===== src/rtl/mips_pkg.sv =====
// Shared MIPS core definitions used by the multiply/divide unit:
// the FSM state type, the iteration count and the divide-by-zero quotient.
package mips_pkg;

   typedef enum logic [1:0] {
      IDLE = 2'd0,
      CALC = 2'd1,
      FIX  = 2'd2,
      DONE = 2'd3
   } md_state_t;

   localparam int          MD_ITER     = 32;
   localparam logic [31:0] MD_DIV0_QUO = 32'hFFFF_FFFF;

endpackage


===== src/rtl/mult_div_seq.sv =====
// Sequential radix-2 multiply/divide unit producing {hi, lo} for the Lo/Hi registers.
// Magnitudes are processed for MD_ITER cycles; the sign correction is applied in FIX.
module mult_div_seq
   import mips_pkg::*;
#(
   parameter int WIDTH = 32
) (
   input  logic               clk,
   input  logic               rst,
   input  logic               start,
   input  logic [WIDTH-1:0]   a,
   input  logic [WIDTH-1:0]   b,
   input  logic               is_mult,
   input  logic               is_unsigned,
   output logic               busy,
   output logic               done,
   output logic [2*WIDTH-1:0] result
);

   localparam int W2 = 2 * WIDTH;

   function automatic logic [WIDTH-1:0] neg_w(input logic [WIDTH-1:0] v, input logic neg);
      return neg ? (~v + WIDTH'(1)) : v;
   endfunction

   function automatic logic [W2-1:0] neg_w2(input logic [W2-1:0] v, input logic neg);
      return neg ? (~v + W2'(1)) : v;
   endfunction

   md_state_t         state_q, state_d;
   logic [5:0]        cnt_q, cnt_d;
   logic              mult_q, mult_d;
   logic              uns_q, uns_d;
   logic              sa_q, sa_d;
   logic              sb_q, sb_d;
   logic              bzero_q, bzero_d;
   logic [WIDTH-1:0]  opb_q, opb_d;
   logic [W2-1:0]     acc_q, acc_d;
   logic [W2-1:0]     result_q, result_d;

   logic              accept;
   logic              last_step;
   logic [WIDTH-1:0]  abs_a, abs_b;
   logic [WIDTH:0]    add_sum, rem_sh, diff;
   logic [W2-1:0]     step_acc, fix_res;
   logic [WIDTH-1:0]  fix_quo, fix_rem;
   logic              neg_p, neg_r;

   assign accept    = start && (state_q == IDLE || state_q == DONE);
   assign last_step = (cnt_q == 6'(MD_ITER - 1));

   // FSM: state register
   always_ff @(posedge clk or posedge rst) begin
      if (rst) state_q <= IDLE;
      else     state_q <= state_d;
   end

   // FSM: next-state logic
   always_comb begin
      state_d = state_q;
      unique case (state_q)
         IDLE:    if (start) state_d = CALC;
         CALC:    if (last_step) state_d = FIX;
         FIX:     state_d = DONE;
         DONE:    state_d = start ? CALC : IDLE;
         default: state_d = IDLE;
      endcase
   end

   // FSM: outputs decoded straight from state
   always_comb begin
      busy = 1'b0;
      done = 1'b0;
      unique case (state_q)
         CALC, FIX: busy = 1'b1;
         DONE:      done = 1'b1;
         default:   ;
      endcase
   end

   // One radix-2 step: multiply shifts right through the accumulator,
   // divide shifts {rem, quo} left and keeps the trial subtraction if it fits.
   always_comb begin
      add_sum = {1'b0, acc_q[W2-1:WIDTH]} + (acc_q[0] ? {1'b0, opb_q} : '0);
      rem_sh  = acc_q[W2-1:WIDTH-1];
      diff    = rem_sh - {1'b0, opb_q};
      if (mult_q) step_acc = {add_sum, acc_q[WIDTH-1:1]};
      else        step_acc = {(diff[WIDTH] ? rem_sh[WIDTH-1:0] : diff[WIDTH-1:0]),
                              acc_q[WIDTH-2:0], ~diff[WIDTH]};
   end

   // Sign correction; the remainder follows the dividend's sign.
   always_comb begin
      neg_p   = ~uns_q & (sa_q ^ sb_q);
      neg_r   = ~uns_q & sa_q;
      fix_quo = bzero_q ? WIDTH'(MD_DIV0_QUO) : neg_w(acc_q[WIDTH-1:0], neg_p);
      fix_rem = neg_w(acc_q[W2-1:WIDTH], neg_r);
      fix_res = mult_q ? neg_w2(acc_q, neg_p) : {fix_rem, fix_quo};
   end

   assign abs_a = neg_w(a, ~is_unsigned & a[WIDTH-1]);
   assign abs_b = neg_w(b, ~is_unsigned & b[WIDTH-1]);

   always_comb begin
      cnt_d    = cnt_q;
      mult_d   = mult_q;
      uns_d    = uns_q;
      sa_d     = sa_q;
      sb_d     = sb_q;
      bzero_d  = bzero_q;
      opb_d    = opb_q;
      acc_d    = acc_q;
      result_d = result_q;
      if (accept) begin
         cnt_d   = '0;
         mult_d  = is_mult;
         uns_d   = is_unsigned;
         sa_d    = a[WIDTH-1];
         sb_d    = b[WIDTH-1];
         bzero_d = (b == '0);
         opb_d   = is_mult ? abs_a : abs_b;
         acc_d   = {{WIDTH{1'b0}}, (is_mult ? abs_b : abs_a)};
      end else if (state_q == CALC) begin
         cnt_d = cnt_q + 6'd1;
         acc_d = step_acc;
      end else if (state_q == FIX) begin
         result_d = fix_res;
      end
   end

   always_ff @(posedge clk or posedge rst) begin
      if (rst) begin
         cnt_q    <= '0;
         mult_q   <= 1'b0;
         uns_q    <= 1'b0;
         sa_q     <= 1'b0;
         sb_q     <= 1'b0;
         bzero_q  <= 1'b0;
         opb_q    <= '0;
         acc_q    <= '0;
         result_q <= '0;
      end else begin
         cnt_q    <= cnt_d;
         mult_q   <= mult_d;
         uns_q    <= uns_d;
         sa_q     <= sa_d;
         sb_q     <= sb_d;
         bzero_q  <= bzero_d;
         opb_q    <= opb_d;
         acc_q    <= acc_d;
         result_q <= result_d;
      end
   end

   assign result = result_q;

endmodule


===== config.mk =====
export PLATFORM = sky130hd
export DESIGN_NAME = mult_div_seq
export DESIGN_NICKNAME = d
export VERILOG_FILES = /design/src/rtl/mips_pkg.sv /design/src/rtl/mult_div_seq.sv
export SDC_FILE = /design/constraint.sdc
export NUM_CORES = 1
export LEC_CHECK = 0
export CELL_PAD_IN_SITES_DETAIL_PLACEMENT = 0
export CELL_PAD_IN_SITES_GLOBAL_PLACEMENT = 1
export CORE_MARGIN = 8
export CORE_UTILIZATION = 44
export CTS_CLUSTER_SIZE = 25
export DETAILED_ROUTE_END_ITERATION = 6
export PLACE_DENSITY = 0.8
export SLEW_MARGIN = 15
export SYNTH_ARGS = -nofsm -noshare
export SYNTH_HDL_FRONTEND = slang
export SYNTH_SLANG_ARGS = --single-unit

===== constraint.sdc =====
create_clock -name clk -period 6.2 [get_ports clk]
set_input_delay 0.62 -clock clk [delete_from_list [all_inputs] [get_ports clk]]
set_output_delay 0.62 -clock clk [all_outputs]
set_load 0.05 [all_outputs]

==> summary.txt, run 1 <==
Run status
  – Outcome: completed

Synthesis
  – Area share of fa/ha/maj cells after synthesis: 6.66%
  – Distinct cells, synth: 93
  – Post-synthesis simple-gate area fraction: 19.0%
  – Post-synth EDFFs: 0
  – Synth area leader: dfrtp_1
  – Largest family of logic cells by synthesized area: compound AO/OA/AOI/OAI gates
  – Ranking of synthesized cells by area: dfrtp_1 30%, ha_1 6.4%, a21oi_1 5.7%
  – Mean post-synth cell area: 8.07 um2
  – Dominant synthesized flop cell: dfrtp_1
  – Post-Synth XOR/XNOR Area: 10.6%
  – Synthesized area: around 14,000 um2
  – Share of the synthesized area in the top cell type: 29.9%
  – Synthesized flop and latch total: 173
  – Post-synthesis compound-gate area fraction: 24.2%
  – Share of synthesized registers carrying an async set or reset: 100%
  – Mux share of post-synthesis cell area: 5.17%
  – Net Count, Synth: 1,941
  – Synth warn: 0
  – Sequential fraction of the synthesis area: 29.9%
  – Cell count after synthesis: 1,796

STA
  – Max Slew Vio Count: 0
  – Hold Vio Cnt, Final: 0
  – Max Clk Rate: 0.235 GHz
  – Tmin final: 4.26 ns
  – Setup Viol. Count Final: 0
  – Slew margin rel.: between 20% and 30%
  – Period utilisation layout: 68.7%
  – Setup TNS: 0 ns
  – Worst Max-Slew Pin Slew: 1.13 ns
  – Unrepaired setup endpoints after global routing: false
  – Clk_skew: 0.0180 ns

Route
  – DRT Pass-1 Iters: 5
  – Routed WL: roughly 48,000 um
  – WL/cell: 20.6 um
  – Antenna viol nets, final: 0
  – Drt via density: 5.83
  – First DRT Iteration DRCs: 1,227
  – DRC Markers: 0
  – Via Count: 13,600

Power and ir drop
  – Peak VDD IR: roughly 0.26 mV
  – PD cells: 655 nW/um2
  – Total power: 11.0 mW
  – Leak pwr: 6.96 nW

Global route
  – Global-route wire length before repair: 75,200 um
  – Vias in the first global route: 13,100
  – Antenna violations before repair: 0
  – Global route total overflow: 0
  – Largest net degree at the start of global routing: between 80 and 90
  – Total track usage: 24.4%

Clocking
  – Post-CTS setup buffer count: 0
  – H-tree Lvls: 4
  – Post-CTS sizing: 0
  – Clk_lat worst skew: 0.46 ns
  – Bufs on Longest Clock Path: 2
  – Cts bufs inserted: 17
  – Root buf cell: clkbuf_16
  – CTS Hold Bufs: 0
  – CTS tree: done
  – # clock sinks: 173
  – Clk slew on worst S/H paths: 0.08 ns

Die
  – Core area: 32,500 um2
  – # IOs: about 140
  – # rows: 66
  – Starting Density: between 40% and 50%
  – Die X: 198 um
  – Die Area: 39,000 um2
  – Die height: approximately 200 um

Critical path
  – Worst-path fanout max: 33
  – Crit end category: register
  – CP delay by family, top: simple AND/OR/NAND/NOR gates
  – Max stage delay on crit path: 0.84 ns
  – Buf/Inv on CP: 1
  – Worst R2R Start: acc_q[0]$_DFFE_PP0P_
  – Critical Path Start Type: register
  – WS Path Type: reg -> reg
  – Critical Path RT: 6.54 ns
  – Crit path max-delay cell type: inv_1
  – Worst setup endpoint: result[54]$_DFFE_PP0P_
  – R2r worst-path depth: 11
  – Critical R2R Capture: result[54]$_DFFE_PP0P_
  – Worst path cell trace: inv_1 -> ha_1 -> or3b_1 -> or3_1 -> nand2b_1 -> nand4b_1 -> nand2_2 -> and2_4 -> o21ai_1 -> xor2_1 -> mux2_2
  – Crit path from: acc_q[0]$_DFFE_PP0P_
  – R2r setup slk: 1.94 ns
  – Critical path depth: 11
  – Arr. time, crit path: 4.60 ns

Cells and area
  – Share of cells above drive strength 1: under 10%
  – Antenna diode instance count: 0
  – Area Growth Syn to Fin: 15.7%
  – Final design utilization: 51.6%
  – Nets: 2,017
  – # fillers: 3,181

Job
  – Max Cap Violations: 0

Hold path
  – Worst hold-check path type: reg -> reg

Place
  – IO Port Bufs: 134
  – Post-DP HPWL: 37,000 um
  – Placer congestion estimate: 0.945
synth_stat cells (all sizes together), types with 12 or more instances:
cell type and number:
mux2i 49, xor2 82, o31ai 23, xnor2 93, clkbuf 75, nor2 176, nor3 42, nor4 18
buf 20, nand2 192, nand4 13, nand3 23, o211ai 52, inv 73, a31oi 25, a21oi 167
or4 13, mux2 23, nand2b 19, nor2b 12, o21ai 167, or3 13, dfrtp 173, o221ai 19
ha 74, a21o 17
cells in the final DEF, fill, tap and decap left out, types with 25 or more instances in the layout:
master           synthesis  layout
a21oi_1                164     164
a31oi_1                 25      25
clkdlybuf4s50_1          0     133
dfrtp_1                173     172
ha_1                    74      72
inv_1                   73      72
mux2i_1                 49      49
nand2_1                191     191
nor2_1                 176     173
nor3_1                  37      37
o211ai_1                51      51
o21ai_0                161     161
xnor2_1                 93      93
xor2_1                  82      82
worst register-to-register path, cell delays in order, from the launching register on:
cell and delay, ns:
dfrtp_1 0.45, inv_1 0.84, ha_1 0.33, or3b_1 0.37, or3_1 0.40, nand2b_1 0.25, nand4b_1 0.43, nand2_2 0.34
and2_4 0.21, o21ai_1 0.08, xor2_1 0.18, mux2_2 0.27
where the power goes:
part	leakage [nW]	switching, mW	internal, mW
combinational	4.58	4.72	2.81
sequential	2.09	0.671	1.68
clock	0.284	0.570	0.544
state kept, by name, summed over array words and instances, names as in the netlist:
signal   flops
sb_q         1
bzero_q      1
acc_q       64
sa_q         1
result      64
cnt_q        6
state_q      2
opb_q       32
mult_q       1
uns_q        1
routing by layer:
metal / up-vias / routed length [um] / GRT usage [%]
li1: 6613 / - / -
met5: - / 0 / 0
met2: 457 / 22000 / 40.0
met1: 6445 / 22400 / 33.4
met3: 47 / 2590 / 3.32
met4: 0 / 859 / 6.55
stage by stage:
| stage | setup WS (ns) | cells | hold slack [ns] | area (um2) |
|---|---|---|---|---|
| final | 1.94 | 2327 | 0.485 | 16800 |
| after floorplan | 0.892 | 1796 | 0.449 | 14500 |
| after detailed placement | 2.07 | 2295 | 0.475 | 16200 |
| after CTS | 2.04 | 2327 | 0.490 | 16800 |
| after global routing | 1.70 | 2327 | 0.508 | 16800 |
| after global placement | 2.16 | 2295 | 0.462 | 16200 |
worst min path at each step:
stage / from / to / slack, ns / cells past startpoint
2_1_floorplan: bzero_q$_DFFE_PP0P_ / bzero_q$_DFFE_PP0P_ / 0.45 / 2
3_3_place_gp: opb_q[6]$_DFFE_PP0P_ / opb_q[6]$_DFFE_PP0P_ / 0.46 / 2
3_5_place_dp: opb_q[6]$_DFFE_PP0P_ / opb_q[6]$_DFFE_PP0P_ / 0.47 / 2
4_1_cts: opb_q[19]$_DFFE_PP0P_ / opb_q[19]$_DFFE_PP0P_ / 0.49 / 2
5_1_grt: opb_q[10]$_DFFE_PP0P_ / opb_q[10]$_DFFE_PP0P_ / 0.51 / 2
6_report: opb_q[19]$_DFFE_PP0P_ / opb_q[19]$_DFFE_PP0P_ / 0.49 / 2
area by class of cell:
type / instances / area, um2 / area share, %
flip-flops and latches: 173 / 4330 / 25.8
inverters: 74 / 283 / 1.69
clock buffers: 17 / 425 / 2.54
clock inverters: 15 / 169 / 1.01
well taps: 442 / 553 / 3.30
multi-input cells: 1454 / 9540 / 56.9
repair buffers: 152 / 1470 / 8.77
cells by family after synthesis:
| kind of cell | count (synthesis) |
|---|---|
| AO/OA/AOI/OAI | 562 |
| XOR/XNOR | 175 |
| adder cells (fa/ha/maj) | 76 |
| buffers and inverters | 169 |
| flip-flops | 173 |
| multiplexers | 72 |
| AND/OR/NAND/NOR | 569 |
(Power assumes the default switching activity.)
==> run 2: changes to the inputs <==
==> constraint.sdc (replaced) <==
create_clock -name clk -period 3.95 [get_ports clk]
set_input_delay 0.395 -clock clk [delete_from_list [all_inputs] [get_ports clk]]
set_output_delay 0.395 -clock clk [all_outputs]
set_load 0.05 [all_outputs]
==> run 2 against run 1 <==
Via count rose by 2.9%. Largest power group unchanged. Critical path depth rose by 1. Global-route usage rose by 0.76 points. Combinational power rose by 66%. Non-clock buffer count rose by 55. Register-to-register slack got worse by 1.7 ns. Maximum frequency rose by 15%. Worst setup slack got worse by 1.7 ns. Sequential share of layout area fell by 0.61 points. Sequential cell count did not move.
==> summary.txt, run 2 (synthesized netlist as in run 1, its figures left out) <==
Run status
  – Outcome: completed

Clocking
  – CTS tree: done
  – Clk_lat worst skew: 0.45 ns (about the same)
  – Bufs on Longest Clock Path: 2 (unchanged)
  – Root buf cell: clkbuf_16
  – Cts bufs inserted: 17 (unchanged)
  – Clk slew on worst S/H paths: 0.07 ns (about the same)
  – CTS Hold Bufs: 0 (unchanged)
  – # clock sinks: 173 (unchanged)
  – H-tree Lvls: 4 (unchanged)

Cells and area
  – Nets: 2,072 (+2.7%)
  – Area Growth Syn to Fin: 18.6%
  – Commonest non-fill, non-tap cells in the layout: 191 x nand2_1, 175 x nor2_1, 171 x dfrtp_1, 164 x a21oi_1, 160 x o21ai_0
  – Share of cells above drive strength 1: 9.18% (+2.7 points)
  – Most common cell after layout, fill and taps aside: nand2_1
  – Fin area: 17,200 um2 (+2.5%)
  – Cell Count, Final, Fillers Out: 2,382 (+2.4%)
  – Antenna diode instance count: 0 (unchanged)

Route
  – Antenna viol nets, final: 0 (unchanged)
  – DRT Pass-1 Iters: 5 (unchanged)
  – Via Count: 14,000 (+2.9%)
  – Met3 wire len: 3210 um (+24%)
  – First DRT Iteration DRCs: 1,137 (-7.3%)
  – Drt via density: 5.86 (+0.52%)
  – Routed WL: 49,000 um (+2.3%)
  – Met2 Wirelength: 22,300 um (+1.1%)
  – DRC Markers: 0 (unchanged)
  – Top sig layer: met4
  – Met1 wire length: 22,200 um (-0.94%)
  – WL/cell: 20.6 um (about the same)

Power and ir drop
  – PD cells: 1030 nW/um2 (+57%)
  – Leak pwr: 7.23 nW (+3.9%)
  – Peak VDD IR: 0.460 mV (+74%)

STA
  – Slew margin rel.: 37.3% (+13 points)
  – Period utilisation layout: 93.9% (+25 points)
  – Setup Viol. Count Final: 0 (unchanged)
  – Tmin final: 3.71 ns (-0.551 ns)
  – Clk_skew: 0.0133 ns (-0.00468 ns)
  – Worst Max-Slew Pin Slew: 0.941 ns (-0.186 ns)
  – Max Slew Vio Count: 0 (unchanged)
  – Unrepaired setup endpoints after global routing: false
  – Hold Vio Cnt, Final: 0 (unchanged)
  – Final hold slack: 0.448 ns (-0.0371 ns)
  – Max Clk Rate: 0.270 GHz (+15%)
  – Setup TNS: 0 ns (unchanged)

Global route
  – Vias in the first global route: 13,600 (+3.7%)
  – Global route total overflow: 0 (unchanged)
  – Global-route wire length before repair: 77,500 um (+3.1%)
  – Antenna violations before repair: 0 (unchanged)
  – Largest net degree at the start of global routing: 115 (+31%)
  – Total track usage: 25.2% (+0.76 points)

Critical path
  – WS Path Type: reg -> reg
  – Arr. time, crit path: 4.07 ns (-0.53 ns)
  – Critical Path Start Type: register
  – Max stage delay on crit path: 0.55 ns (-0.29 ns)
  – Crit path max-delay cell type: nor3_4
  – Worst-path fanout max: 18 (-45%)
  – Crit end category: register
  – Worst path cell trace: inv_1 -> fa_1 -> nand2b_1 -> a21oi_1 -> o2bb2ai_1 -> o211ai_2 -> a32o_1 -> nor4_4 -> nor3_4 -> buf_12 -> mux2_1 -> o221ai_2
  – Critical Path RT: 4.31 ns (-2.23 ns)

Place
  – Placer congestion estimate: 0.987 (+4.4%)
  – Post-DP HPWL: 38,200 um (+3.3%)
  – IO Port Bufs: 134 (unchanged)
  – DP Area: 16,600 um2 (+2.6%)
  – Placed cell count: 2,348 (+2.3%)

Die
  – Core area: 32,500 um2 (unchanged)
  – # rows: 66 (unchanged)
  – Starting Density: 44.6% (unchanged)
  – Die X: 198 um (unchanged)
  – Die height: 198 um (unchanged)
  – # IOs: 135 (unchanged)
  – Die Area: 39,000 um2 (unchanged)

Hold path
  – Worst hold-check path type: in -> async

Job
  – Max Cap Violations: 0 (unchanged)
run 2: cell count changes in the layout (fill, tap and decap cells not counted), moves of 2 or more:
cell,delta
nor2_1,+2
buf_12,+2
nor2_2,-2
buf_4,+53
clkinv_8,-3
clkinv_4,+2
run 2: worst paths after layout:
| path | start | end | slack, ns | depth (start not counted) |
|---|---|---|---|---|
| hold reg to reg | opb_q[10]$_DFFE_PP0P_ | opb_q[10]$_DFFE_PP0P_ | 0.48 | 2 |
| min in group clk | opb_q[10]$_DFFE_PP0P_ | opb_q[10]$_DFFE_PP0P_ | 0.48 | 2 |
| max in group asynchronous | rst | acc_q[60]$_DFFE_PP0P_ | 2.80 | 3 |
| hold / removal | rst | result[33]$_DFFE_PP0P_ | 0.45 | 3 |
| setup / recovery | acc_q[32]$_DFFE_PP0P_ | acc_q[32]$_DFFE_PP0P_ | 0.24 | 12 |
| setup reg to reg | acc_q[32]$_DFFE_PP0P_ | acc_q[32]$_DFFE_PP0P_ | 0.24 | 12 |
run 2: layout make-up:
type                    count  area (um2)
fillers                  3174       15300
multi-input cells        1454        9540
flip-flops and latches    173        4330
repair buffers            207        1910
well taps                 442         553
clock buffers              17         425
inverters                  74         285
clock inverters            15         146
run 2: routing by layer:
metal / GRT usage [%] / vias up
li1: - / 6736
met1: 33.7 / 6683
met2: 40.6 / 464
met3: 4.43 / 72
met4: 8.41 / 0
met5: 0 / -
run 2: timing repair:
action	4_1_cts	5_1_grt
gates resized for setup	0	3
setup buffers	0	2
endpoints found under the setup margin	0	3
run 2: worst max-delay path: cells and delay by family (launching register included):
| family | cells | cell delay (ns) |
|---|---|---|
| AOI/OAI and AO/OA | 5 | 1.08 |
| adders and majority gates | 1 | 0.44 |
| buffers and inverters | 2 | 0.42 |
| DFF | 1 | 0.47 |
| muxes | 1 | 0.36 |
| and+or+nand+nor | 3 | 0.83 |
run 2: stage by stage:
stage	util [%]	power [mW]	setup slack, ns
2_1_floorplan	-	12.0	0.642
3_3_place_gp	51.0	15.7	0.308
3_5_place_dp	51.0	15.8	0.239
4_1_cts	52.8	17.6	0.213
5_1_grt	52.8	19.0	0.0685
6_report	52.8	17.7	0.241
run 2: power breakdown:
part           switching, mW  internal [mW]
combinational           7.76           4.76
sequential             0.792           2.64
clock                  0.880          0.844
